## src/rtl/evo_xb_pin_irq.sv

```systemverilog
// Per-pin edge-detect interrupt controller for evo_xb: a synchronizer and an optional glitch
// filter per pin, rise/fall enables, sticky W1C flags and a registered interrupt request.
module evo_xb_pin_irq #(
    parameter int unsigned NPINS  = 32,
    parameter int unsigned AWIDTH = 3,
    parameter int unsigned DWIDTH = 32
) (
    input  logic              clk,
    input  logic              reset_n,
    input  logic              en1mhz,
    input  logic [NPINS-1:0]  pins_i,
    input  logic              eic_swrst_i,
    output logic              xb_int_o,
    input  logic [AWIDTH-1:0] avs_csr_address,
    input  logic              avs_csr_read,
    input  logic              avs_csr_write,
    input  logic [DWIDTH-1:0] avs_csr_writedata,
    output logic [DWIDTH-1:0] avs_csr_readdata,
    output logic              avs_csr_readdatavalid,
    output logic              avs_csr_waitrequest
);

    localparam logic [AWIDTH-1:0] AddrIn     = AWIDTH'(0);
    localparam logic [AWIDTH-1:0] AddrRiseEn = AWIDTH'(1);
    localparam logic [AWIDTH-1:0] AddrFallEn = AWIDTH'(2);
    localparam logic [AWIDTH-1:0] AddrFlag   = AWIDTH'(3);
    localparam logic [AWIDTH-1:0] AddrIrqEn  = AWIDTH'(4);
    localparam logic [AWIDTH-1:0] AddrCtrl   = AWIDTH'(5);
    localparam logic [AWIDTH-1:0] AddrRaw    = AWIDTH'(6);

    logic [NPINS-1:0] s1_q, s2_q;
    logic [NPINS-1:0] sh0_q, sh1_q, sh2_q;
    logic [NPINS-1:0] filt_q, filt_d, prev_q;
    logic [NPINS-1:0] all_eq, rise, fall, flag_set;
    logic [NPINS-1:0] rise_en_q, fall_en_q, flag_q, flag_d, irq_en_q;
    logic [NPINS-1:0] wdata, w1c_mask;
    logic             filt_en_q;
    logic             xb_int_q;
    logic             wr_rise, wr_fall, wr_flag, wr_irq, wr_ctrl;
    logic [DWIDTH-1:0] rdata_q, rdata_d;
    logic             rvalid_q;

    assign avs_csr_waitrequest   = 1'b0;
    assign avs_csr_readdata      = rdata_q;
    assign avs_csr_readdatavalid = rvalid_q;
    assign xb_int_o              = xb_int_q;

    // Input path is never touched by the soft reset so prev/filt stay coherent with the pads.
    always_ff @(posedge clk or negedge reset_n) begin
        if (!reset_n) begin
            s1_q   <= '0;
            s2_q   <= '0;
            sh0_q  <= '0;
            sh1_q  <= '0;
            sh2_q  <= '0;
            filt_q <= '0;
            prev_q <= '0;
        end else begin
            s1_q <= pins_i;
            s2_q <= s1_q;
            if (en1mhz) begin
                sh0_q <= s2_q;
                sh1_q <= sh0_q;
                sh2_q <= sh1_q;
            end
            filt_q <= filt_d;
            prev_q <= filt_q;
        end
    end

    always_comb begin
        all_eq = ~(sh0_q ^ sh1_q) & ~(sh1_q ^ sh2_q);
        filt_d = filt_en_q ? ((all_eq & sh0_q) | (~all_eq & filt_q)) : s2_q;
    end

    always_comb begin
        wdata    = avs_csr_writedata[NPINS-1:0];
        wr_rise  = avs_csr_write && (avs_csr_address == AddrRiseEn);
        wr_fall  = avs_csr_write && (avs_csr_address == AddrFallEn);
        wr_flag  = avs_csr_write && (avs_csr_address == AddrFlag);
        wr_irq   = avs_csr_write && (avs_csr_address == AddrIrqEn);
        wr_ctrl  = avs_csr_write && (avs_csr_address == AddrCtrl);
        rise     = filt_q & ~prev_q;
        fall     = ~filt_q & prev_q;
        flag_set = (rise & rise_en_q) | (fall & fall_en_q);
        w1c_mask = wr_flag ? wdata : '0;
        // A new edge on the same cycle as its W1C keeps the bit set.
        flag_d   = (flag_q & ~w1c_mask) | flag_set;
    end

    always_ff @(posedge clk or negedge reset_n) begin
        if (!reset_n) begin
            rise_en_q <= '0;
            fall_en_q <= '0;
            flag_q    <= '0;
            irq_en_q  <= '0;
            filt_en_q <= 1'b0;
            xb_int_q  <= 1'b0;
        end else if (eic_swrst_i) begin
            rise_en_q <= '0;
            fall_en_q <= '0;
            flag_q    <= '0;
            irq_en_q  <= '0;
            filt_en_q <= 1'b0;
            xb_int_q  <= 1'b0;
        end else begin
            if (wr_rise) rise_en_q <= wdata;
            if (wr_fall) fall_en_q <= wdata;
            if (wr_irq)  irq_en_q  <= wdata;
            if (wr_ctrl) filt_en_q <= avs_csr_writedata[0];
            flag_q   <= flag_d;
            xb_int_q <= |(flag_q & irq_en_q);
        end
    end

    // Readback samples current (pre-write) state; data holds between reads.
    always_comb begin
        rdata_d = rdata_q;
        if (avs_csr_read) begin
            rdata_d = '0;
            case (avs_csr_address)
                AddrIn:     rdata_d[NPINS-1:0] = filt_q;
                AddrRiseEn: rdata_d[NPINS-1:0] = rise_en_q;
                AddrFallEn: rdata_d[NPINS-1:0] = fall_en_q;
                AddrFlag:   rdata_d[NPINS-1:0] = flag_q;
                AddrIrqEn:  rdata_d[NPINS-1:0] = irq_en_q;
                AddrCtrl:   rdata_d[0]         = filt_en_q;
                AddrRaw:    rdata_d[NPINS-1:0] = s2_q;
                default:    rdata_d            = '0;
            endcase
        end
    end

    always_ff @(posedge clk or negedge reset_n) begin
        if (!reset_n) begin
            rdata_q  <= '0;
            rvalid_q <= 1'b0;
        end else begin
            rdata_q  <= rdata_d;
            rvalid_q <= avs_csr_read;
        end
    end

endmodule

```

## config.mk

```make
export PLATFORM = sky130hd
export DESIGN_NAME = evo_xb_pin_irq
export DESIGN_NICKNAME = d
export VERILOG_FILES = /design/src/rtl/evo_xb_pin_irq.sv
export SDC_FILE = /design/constraint.sdc
export NUM_CORES = 1
export LEC_CHECK = 0
export ABC_CLOCK_PERIOD_IN_PS = 1300
export CORE_MARGIN = 10
export CORE_UTILIZATION = 45
export CTS_CLUSTER_SIZE = 20
export DETAILED_ROUTE_END_ITERATION = 10
export GPL_TIMING_DRIVEN = 0
export PLACE_DENSITY_LB_ADDON = 0.3
export SETUP_SLACK_MARGIN = 0.3
export SYNTH_ARGS = -nofsm -noshare
export SYNTH_HDL_FRONTEND = slang
export SYNTH_SLANG_ARGS = --single-unit
```

## constraint.sdc

```tcl
create_clock -name clk -period 1.3 [get_ports clk]
set_clock_uncertainty 0.15 [all_clocks]
set_input_delay 0.26 -clock clk [delete_from_list [all_inputs] [get_ports clk]]
set_output_delay 0.26 -clock clk [all_outputs]
set_load 0.005 [all_outputs]
```

==> summary.txt, run 1 <==
Yosys
  • Post-synth EDFFs: 0
  • Synth async-reset ratio: 1.00
  • Synth top area share: 0.590
  • Syn_area_per_cell: 10.5 um^2
  • Synth area leader: dfrtp_1
  • Yosys Warn Count: 0
  • Distinct cells, synth: 34
  • Top cells by area, synth: dfrtp_1 59%, mux2_2 7.7%, nand2_1 7.0%, a21oi_1 7.0%, o21ai_0 3.3%
  • Synthesized instance count: 1563
  • Yosys reg bits: 387
  • Mapped cell area: 16400 um^2
  • Primary FF master, synth: dfrtp_1
  • Sequential fraction of the synthesis area: 0.590
  • Syn nets: ~1600

Global routing
  • First-pass GRT wire length: between 80 and 90 mm
  • Vias in the first global route: 13686
  • GR Util All Layers: 0.239
  • Initial antenna violation count: 1
  • Total grt overflow: 0
  • Largest net degree at the start of global routing: between 100 and 150

STA
  • Max_slew headroom: 0.438
  • Worst slew pin tran: 0.843 ns
  • Setup TNS: -10.19 ns
  • Crit path time final: 1.67 ns
  • Hold_ws: -0.544 ns
  • Fin. max-slew vios: 0
  • Fmax: 600 MHz
  • Endpoints failing hold: 394
  • Final Setup Violations: 61
  • Fin crit share: 1.28
  • RSZ-0062 raised after global routing: true
  • Worst setup margin: -0.366 ns

Drt
  • Avg Vias per Cell: 5.90
  • DR iter-0 viols: between 1000 and 1500
  • Total via count in the routed design: 13561
  • Drt drc: 0
  • WL met1: 22.4 mm
  • WL met2: 24.9 mm
  • DR top layer: met4
  • Final WL: 54.5 mm
  • Post-route ant nets: 0
  • Drt pass-1 iters: 6
  • Met3 WL post-DR: 5.04 mm
  • DR WL/cell: 23.7 um

Worst setup path
  • Critical Path End Type: flop
  • Arr. time, crit path: 1.89 ns
  • Worst Setup Start Kind: flop
  • Crit path required time: between 1.5 and 2 ns
  • Worst-path fanout max: 2
  • Worst Setup Path Type: flop to flop

Job
  • Total of max-cap violations: 0

Final layout
  • Nets@finish: 1880
  • Area grow syn2layout: 33.4%
  • Core Util, Final: 0.612
  • Share of layout cells above drive strength 1: 0.278
  • Number of diodes: 0

Placement
  • Post-DP HPWL: 34.8 mm
  • Port Buffers: 102
  • Gpl congestion: a little under 1

Floorplanning
  • Die width: 211 um
  • Number of cell rows: 69
  • Core ar.: 35700 um^2
  • Initial Util: 0.459
  • Io pins: between 100 and 150
  • Die Area: 44500 um^2
  • Die Y: 211 um

Run status
  • Failing checks: negative hold slack, negative setup slack
  • Status: complete, but fails checks

CTS
  • Worst-path clk slew: 0.06 ns
  • CTS Buf Count: 43
  • Worst-Skew Late Latency: about 0.56 ns
  • Clk sinks: 387
  • Max Buffers Root-to-Sink: 3
  • Root buffer cell: clkbuf_16
  • H-tree depth: 2
  • CTS tree: built

Worst hold path
  • Worst Hold Class: input port to asynchronous set/reset pin

Power
  • Pwr/cell area: 1370 nW/um^2
  • Maximum vdd drop: approximately 0.0013 V
  • Leakage power: 0.00956 uW
-- where the power goes --
| group | total (uW) | leakage, uW | switching [uW] | internal, uW |
|---|---|---|---|---|
| sequential | 13600 | 0.00480 | 705 | 12900 |
| combinational | 3570 | 0.00401 | 1820 | 1750 |
| clock | 12900 | 0.000745 | 5030 | 7880 |
| total | 30000 | 0.00956 | 7550 | 22500 |
-- cells by family after synthesis --
family / Yosys count / share of synthesized area
compound gates: 436 / 0.149
buf+inv: 144 / 0.0432
flops: 387 / 0.590
mux: 161 / 0.108
other cells: 1 / 0.000229
simple gates: 434 / 0.110
-- layout make-up --
| class | instances | area [um^2] |
|---|---|---|
| buffer | 99 | 1060 |
| clock buffer | 62 | 1290 |
| clock inverter | 15 | 221 |
| fill | 2867 | 13900 |
| inverter | 45 | 173 |
| multi-input combinational | 1032 | 6840 |
| sequential | 387 | 9730 |
| tap | 461 | 577 |
| timing repair buffer | 199 | 2000 |
-- synth_stat cells (all sizes together) (2+ instances only) --
library cell / instances
dfrtp: 387
a21oi: 228
a211o: 22
a31oi: 20
a22oi: 16
nand3: 2
a32oi: 2
mux2: 112
o211ai: 2
nor2: 76
o32ai: 11
and2: 2
mux2i: 48
clkbuf: 36
inv: 45
nand2b: 2
nand4: 4
buf: 63
nor2b: 3
a211oi: 22
o21ai: 113
nand2: 307
nand3b: 34
-- cell usage in the layout (no fill, tap or decap), types with 13 or more instances in the layout --
cell and count:
a21oi_2 26, buf_2 43, o21ai_2 21, mux2_2 13, clkbuf_1 17, buf_6 48
dfrtp_1 354, clkbuf_8 15, clkbuf_2 15, o21ai_1 30, buf_4 38, dfrtp_2 33
mux2i_1 48, o21ai_0 62, nand2_1 300, mux2_4 99, dlygate4sd3_1 26, nor2_1 76
a21oi_1 202, inv_1 44, nand3b_1 34, a211oi_2 22, a31oi_1 20, clkbuf_16 49
buf_12 21, a211o_1 22, clkdlybuf4s50_1 64
-- registers in the layout, summed over array words and instances, names as in the netlist, named ones only --
signal and count:
sh2_q 32, avs_csr_readdata 32, avs_csr_readdatavalid 1, fall_en_q 32
sh0_q 32, prev_q 32, filt_en_q 1, irq_en_q 32
s2_q 32, s1_q 32, xb_int_o 1, sh1_q 32
rise_en_q 32, flag_q 32
-- final timing paths --
path	from	slack, ns	end	depth (start not counted)
setup / recovery	irq_en_q[8]$_DFFE_PN0P_	-0.37	xb_int_o$_DFF_PN0_	4
hold / removal	reset_n	-0.54	s1_q[16]$_DFF_PN0_	1
setup reg to reg	irq_en_q[8]$_DFFE_PN0P_	-0.37	xb_int_o$_DFF_PN0_	4
hold reg to reg	s1_q[30]$_DFF_PN0_	0.19	s2_q[30]$_DFF_PN0_	0
max in group asynchronous	reset_n	0.60	asynchronous set/reset pin	2
min in group clk	en1mhz	-0.06	sh1_q[3]$_DFFE_PN0P_	2
-- stage by stage --
step                hold slack [ns]  area, um^2  cells  worst slack, ns  total power, uW
finish                       -0.544       21900   2300           -0.366            30000
global route                 -0.519       21900   2300           -0.312            31100
CTS                          -0.455       21200   2275           -0.266            29900
detailed placement            0.134       18800   2129            -1.12            16800
global placement              0.183       18700   2126           -17.13            16700
floorplan                    -0.186       17100   1563           -0.131            15300
-- critical path, stage by stage, from the launching register on --
cell	delay, ns
dfrtp_2	0.44
a22oi_2	0.24
nand4_1	0.17
nor4_1	0.32
nor2_1	0.15
-- per-layer routing --
| metal | track usage | up-vias |
|---|---|---|
| met5 | 0 | - |
| met4 | 0.102 | 0 |
| met3 | 0.0539 | 167 |
| met2 | 0.374 | 716 |
| met1 | 0.315 | 6788 |
| li1 | - | 5890 |
-- what timing repair did --
| item | in CTS | in global routing |
|---|---|---|
| setup endpoints to repair | 228 | 263 |
| pin swaps | 31 | 27 |
| buffers inserted | 39 | 20 |
| gates resized for setup | 323 | 123 |
| hold buffers | 25 | 1 |
| hold endpoints to repair | 110 | 155 |
| gates cloned | 5 | 4 |
No activity file was read; power rests on OpenSTA's default activity.
==> run 2, diff against run 1 <==
Settings changed: ABC_CLOCK_PERIOD_IN_PS 1300 to unset, MAX_ROUTING_LAYER set to met4.
==> run 2 against run 1 <==
Effect of this change:
- the run still ends with negative hold slack, negative setup slack left
- core utilization is 0.26 points lower
- worst setup slack gained 0.052 ns
- flip-flop and latch count unchanged
- count of clock-buffer cells in the layout shrank 3
- final area down 0.42%
- via count is 0.33% lower
- sequential power about the same
- global-route usage is 1.0 points higher
- power fell by 2.1%
- clock power down 5%
- critical endpoint unchanged
==> summary.txt, run 2 (synthesis results as in run 1) <==
Run status
  • Failing checks: negative hold slack, negative setup slack
  • Status: complete, but fails checks

Worst setup path
  • Arr. time, crit path: 1.84 ns
  • Worst-path fanout max: 2
  • Cell Chain, Critical Path: a22oi_2 -> nand4_1 -> nor4_1 -> nor2_1
  • Crit-path slowest cell: dfrtp_2
  • Worst Setup Start Kind: flop
  • Crit path largest cell delay: 0.44 ns
  • Critical Path End Type: flop
  • Worst Setup SP: irq_en_q[8]$_DFFE_PN0P_
  • Crit path required time: 1.52 ns
  • FF-to-FF Start: irq_en_q[8]$_DFFE_PN0P_
  • Worst Setup Path Type: flop to flop

Job
  • Total of max-cap violations: 0

Floorplanning
  • Io pins: 108
  • Die width: 211 um
  • Die Area: 44500 um^2
  • Die Y: ~210 um
  • Number of cell rows: 69
  • Core ar.: 35700 um^2
  • Initial Util: 0.459

Power
  • Maximum vdd drop: ~0.0010 V
  • PnR Total Power: 29400 uW
  • Leakage power: 0.00948 uW
  • Pwr/cell area: between 1000 and 1500 nW/um^2

STA
  • Final Setup Violations: 70
  • Fmax: 620 MHz
  • Fin crit share: 1.24
  • Fin. max-slew vios: 0
  • Endpoints failing hold: 240
  • Worst slew pin tran: 0.683 ns
  • Max_slew headroom: 0.545
  • Crit path time final: 1.61 ns
  • Worst setup margin: -0.314 ns
  • RSZ-0062 raised after global routing: true
  • Hold_ws: -0.574 ns

Drt
  • Final WL: 54.7 mm
  • Avg Vias per Cell: 5.88
  • DR iter-0 viols: 1347
  • Post-route ant nets: 0
  • DR WL/cell: ~24 um
  • Drt pass-1 iters: 5
  • Drt drc: 0
  • Total via count in the routed design: 13516

Final layout
  • Non-filler cells, final: ~2300
  • Share of layout cells above drive strength 1: 0.275
  • Area grow syn2layout: 32.9%
  • Storage cell area: 9730 um^2
  • Commonest non-fill, non-tap cell in the layout: dfrtp_1
  • Nets@finish: 1883
  • Multi-input logic area: 6670 um^2
  • Most frequent cells in the layout: 350 x dfrtp_1, 300 x nand2_1, 213 x a21oi_1
  • Fill cells: 2905

Global routing
  • Total grt overflow: 0
  • Initial antenna violation count: 1
  • GR Util All Layers: 0.249
  • First-pass GRT wire length: 82.2 mm
  • Largest net degree at the start of global routing: 58
  • Vias in the first global route: between 10000 and 15000

CTS
  • Root buffer cell: clkbuf_16
  • Worst-Skew Late Latency: 0.56 ns
  • Worst-path clk slew: 0.06 ns
  • H-tree depth: 2
  • Hold_buf cts: 27
  • Clk sinks: 387
  • Max Buffers Root-to-Sink: 3
  • CTS tree: built
  • CTS Buf Count: 42

Placement
  • Post-DP HPWL: ~35 mm
  • Gpl congestion: 0.970
  • Inst Count DP: about 2100
  • Port Buffers: 102

Worst hold path
  • Worst Hold Class: input port to asynchronous set/reset pin
==> run 2: power breakdown <==
group          internal (uW)  switching (uW)  total, uW
logic                   1760            1800       3560
registers              12900             688      13600
clock network           7410            4900      12300
==> run 2: cell type report <==
type | instances | share of cell area
buffer | 99 | 0.0490
timing repair buffer | 203 | 0.0991
clock inverter | 11 | 0.00626
clock buffer | 59 | 0.0587
multi-input combinational | 1032 | 0.306
sequential | 387 | 0.446
antenna | 1 | 0.000115
tap | 461 | 0.0265
inverter | 45 | 0.00792
==> run 2: through the flow <==
stage                     worst slack (ns)  utilization  instance area, um^2  setup TNS [ns]  hold slack (ns)
after global routing                -0.287        0.610                21800          -10.95           -0.562
final                               -0.314        0.610                21800           -9.08           -0.574
after global placement              -17.17        0.523                18700        -6770.31            0.182
after floorplan                     -0.131            -                17100           -8.95           -0.186
after CTS                           -0.266        0.596                21300           -8.83           -0.579
after detailed placement             -1.10        0.525                18800         -322.98            0.178
==> run 2: final timing paths <==
path / end / slack, ns / depth (start not counted)
max: xb_int_o$_DFF_PN0_ / -0.31 / 4
min in group clk: sh1_q[2]$_DFFE_PN0P_ / -0.06 / 2
max in group asynchronous: asynchronous set/reset pin / 0.44 / 4
max reg2reg: xb_int_o$_DFF_PN0_ / -0.31 / 4
min: asynchronous set/reset pin / -0.57 / 1
min reg2reg: s2_q[9]$_DFF_PN0_ / 0.18 / 0
==> run 2: timing repair <==
action,in CTS,in global routing
buffers inserted,43,15
gates resized for setup,312,98
gates cloned,8,5
pin swaps,26,35
setup endpoints to repair,411,258
hold endpoints to repair,240,212
==> run 2: routing by layer <==
layer,vias up,global-route usage,part of all wire
li1,5903,-,-
met3,169,0.0506,0.089
met4,0,0.104,0.046
met5,-,-,0
met2,701,0.374,0.46
met1,6743,0.324,0.41
==> run 2: worst max-delay path, delay by kind of cell (launching register included) <==
kind	cells	cell delay, ns
compound gates	1	0.23
flops	1	0.44
simple gates	3	0.63
==> run 3, diff against run 2 <==
Settings changed: CORE_UTILIZATION 45 to 40.
==> run 3 against run 2 <==
Effect of this change:
- the run still ends with negative hold slack, negative setup slack left
- power decreased by 0.91%
- core utilization decreased by 7.2 points
- fmax increased by 2.5%
- critical endpoint is now avs_csr_readdata[5]
==> summary.txt, run 3 (synthesis results as in run 1) <==
CTS
  • CTS Buf Count: between 40 and 50
  • CTS tree: built
  • Worst-Skew Late Latency: 0.58 ns
  • Root buffer cell: clkbuf_16
  • Max Buffers Root-to-Sink: 3
  • H-tree depth: 2
  • Worst-path clk slew: 0.07 ns
  • Clk sinks: just under 400
  • Hold_buf cts: 30

Drt
  • Drt pass-1 iters: 7
  • Post-route ant nets: 0
  • Drt drc: 0
  • Total via count in the routed design: 13376
  • Final WL: 55.6 mm
  • DR WL/cell: 23.4 um
  • DR iter-0 viols: 1553
  • Avg Vias per Cell: 5.64

Worst setup path
  • Crit-path slowest cell: dfrtp_2
  • Buf+Inv Stages, Crit Path: 1
  • Worst Setup Path Type: flop to output pin
  • Critical Path End Type: output pin
  • Worst Setup Start Kind: flop
  • Arr. time, crit path: around 1.2 ns
  • Cell Chain, Critical Path: buf_6
  • Worst-path fanout max: 2
  • FF-to-FF Start: flag_q[9]$_DFF_PN0_
  • Crit path max-delay family: flip-flops
  • Worst Setup SP: avs_csr_readdata[5]$_DFFE_PN0P_
  • Crit path largest cell delay: about 0.45 ns
  • Crit path required time: 0.89 ns

Floorplanning
  • Initial Util: 0.404
  • Number of cell rows: 74
  • Core ar.: 40600 um^2
  • Io pins: 108
  • Die Area: 49500 um^2
  • Die width: 223 um
  • Die Y: 223 um

Power
  • PnR Total Power: 29200 uW
  • Pwr/cell area: 1330 nW/um^2
  • Leakage power: 0.00947 uW
  • Maximum vdd drop: 0.000930 V

Global routing
  • GR Util All Layers: 0.222
  • First-pass GRT wire length: 82.7 mm
  • Vias in the first global route: roughly 13000
  • Total grt overflow: 0
  • Initial antenna violation count: 1
  • Largest net degree at the start of global routing: 118

STA
  • Fmax: between 600 and 700 MHz
  • RSZ-0062 raised after global routing: true
  • Worst slew pin tran: 0.783 ns
  • Setup TNS: -11.39 ns
  • Hold_ws: -0.563 ns
  • Fin. max-slew vios: 0
  • Endpoints failing hold: 395
  • Max_slew headroom: 0.478
  • Fin crit share: 1.21
  • Worst setup margin: -0.274 ns
  • Crit path time final: around 1.6 ns
  • Final Setup Violations: 66

Run status
  • Failing checks: negative hold slack, negative setup slack
  • Status: complete, but fails checks

Job
  • Total of max-cap violations: 0

Final layout
  • Fill cells: between 3000 and 4000
  • Area grow syn2layout: 33.4%
  • Nets@finish: 1884
  • Share of layout cells above drive strength 1: 0.274
  • Most frequent cells in the layout: 339 x dfrtp_1, 300 x nand2_1, 217 x a21oi_1
  • Commonest non-fill, non-tap cell in the layout: dfrtp_1

Worst hold path
  • Worst Hold Class: input port to asynchronous set/reset pin

Placement
  • Port Buffers: 102
  • Pre-CTS setup slack: -1.10 ns
  • Gpl congestion: around 0.96
  • Post-DP HPWL: 35.7 mm
[run 3: changes by cell type in the layout (fill, tap and decap cells not counted), moves of 4 or more]
cell,previous run,this run
dfrtp_2,37,48
buf_2,47,40
a21oi_1,213,217
clkbuf_4,2,6
mux2_4,71,99
buf_6,39,43
dfrtp_1,350,339
bufbuf_16,5,0
clkbuf_1,11,20
a21oi_2,15,10
mux2_2,41,13
[run 3: per-stage QoR]
step	cell area (um^2)	cells	util
after global routing	21900	2373	0.538
after floorplan	17100	1563	-
after CTS	21300	2344	0.523
final	21900	2373	0.538
after detailed placement	18900	2200	0.464
after global placement	18800	2197	0.462
[run 3: timing repair]
action,in CTS,in global routing
buffers inserted,35,24
cloned,5,4
setup endpoints to repair,228,224
resized for setup,338,123
pin swaps,33,30
endpoints found under the hold margin,429,122
[run 3: final timing paths]
kind	end	slack [ns]	cells after the start
worst max-delay path	avs_csr_readdata[5]	-0.27	1
worst min-delay path	s1_q[16]$_DFF_PN0_	-0.56	1
worst max register to register	xb_int_o$_DFF_PN0_	-0.25	4
worst min register to register	s2_q[14]$_DFF_PN0_	0.19	0
min in group clk	sh1_q[5]$_DFFE_PN0P_	-0.08	2
max in group asynchronous	asynchronous set/reset pin	0.59	2
[run 3: area by class of cell]
cell class,count,area (um^2),area share
tap,532,666,0.0304
buffer,99,1110,0.0506
multi-input combinational,1032,6790,0.310
clock buffer,66,1290,0.0592
timing repair buffer,203,2030,0.0929
antenna,1,2.50,0.000114
inverter,45,173,0.00789
sequential,387,9740,0.445
clock inverter,8,71.3,0.00326
[run 3: layer usage]
layer  up-vias  global-route usage  share of wire
li1       5896                   -              -
met1      6762               0.288           0.43
met2       576               0.334           0.46
met3       142              0.0467          0.072
met4         0              0.0889          0.039
met5         -                   -              0
[run 3: where the power goes]
part           internal [uW]  switching [uW]  leakage, uW
registers              12900             707      0.00478
clock network           7030            4980     0.000671
logic                   1760            1820      0.00401
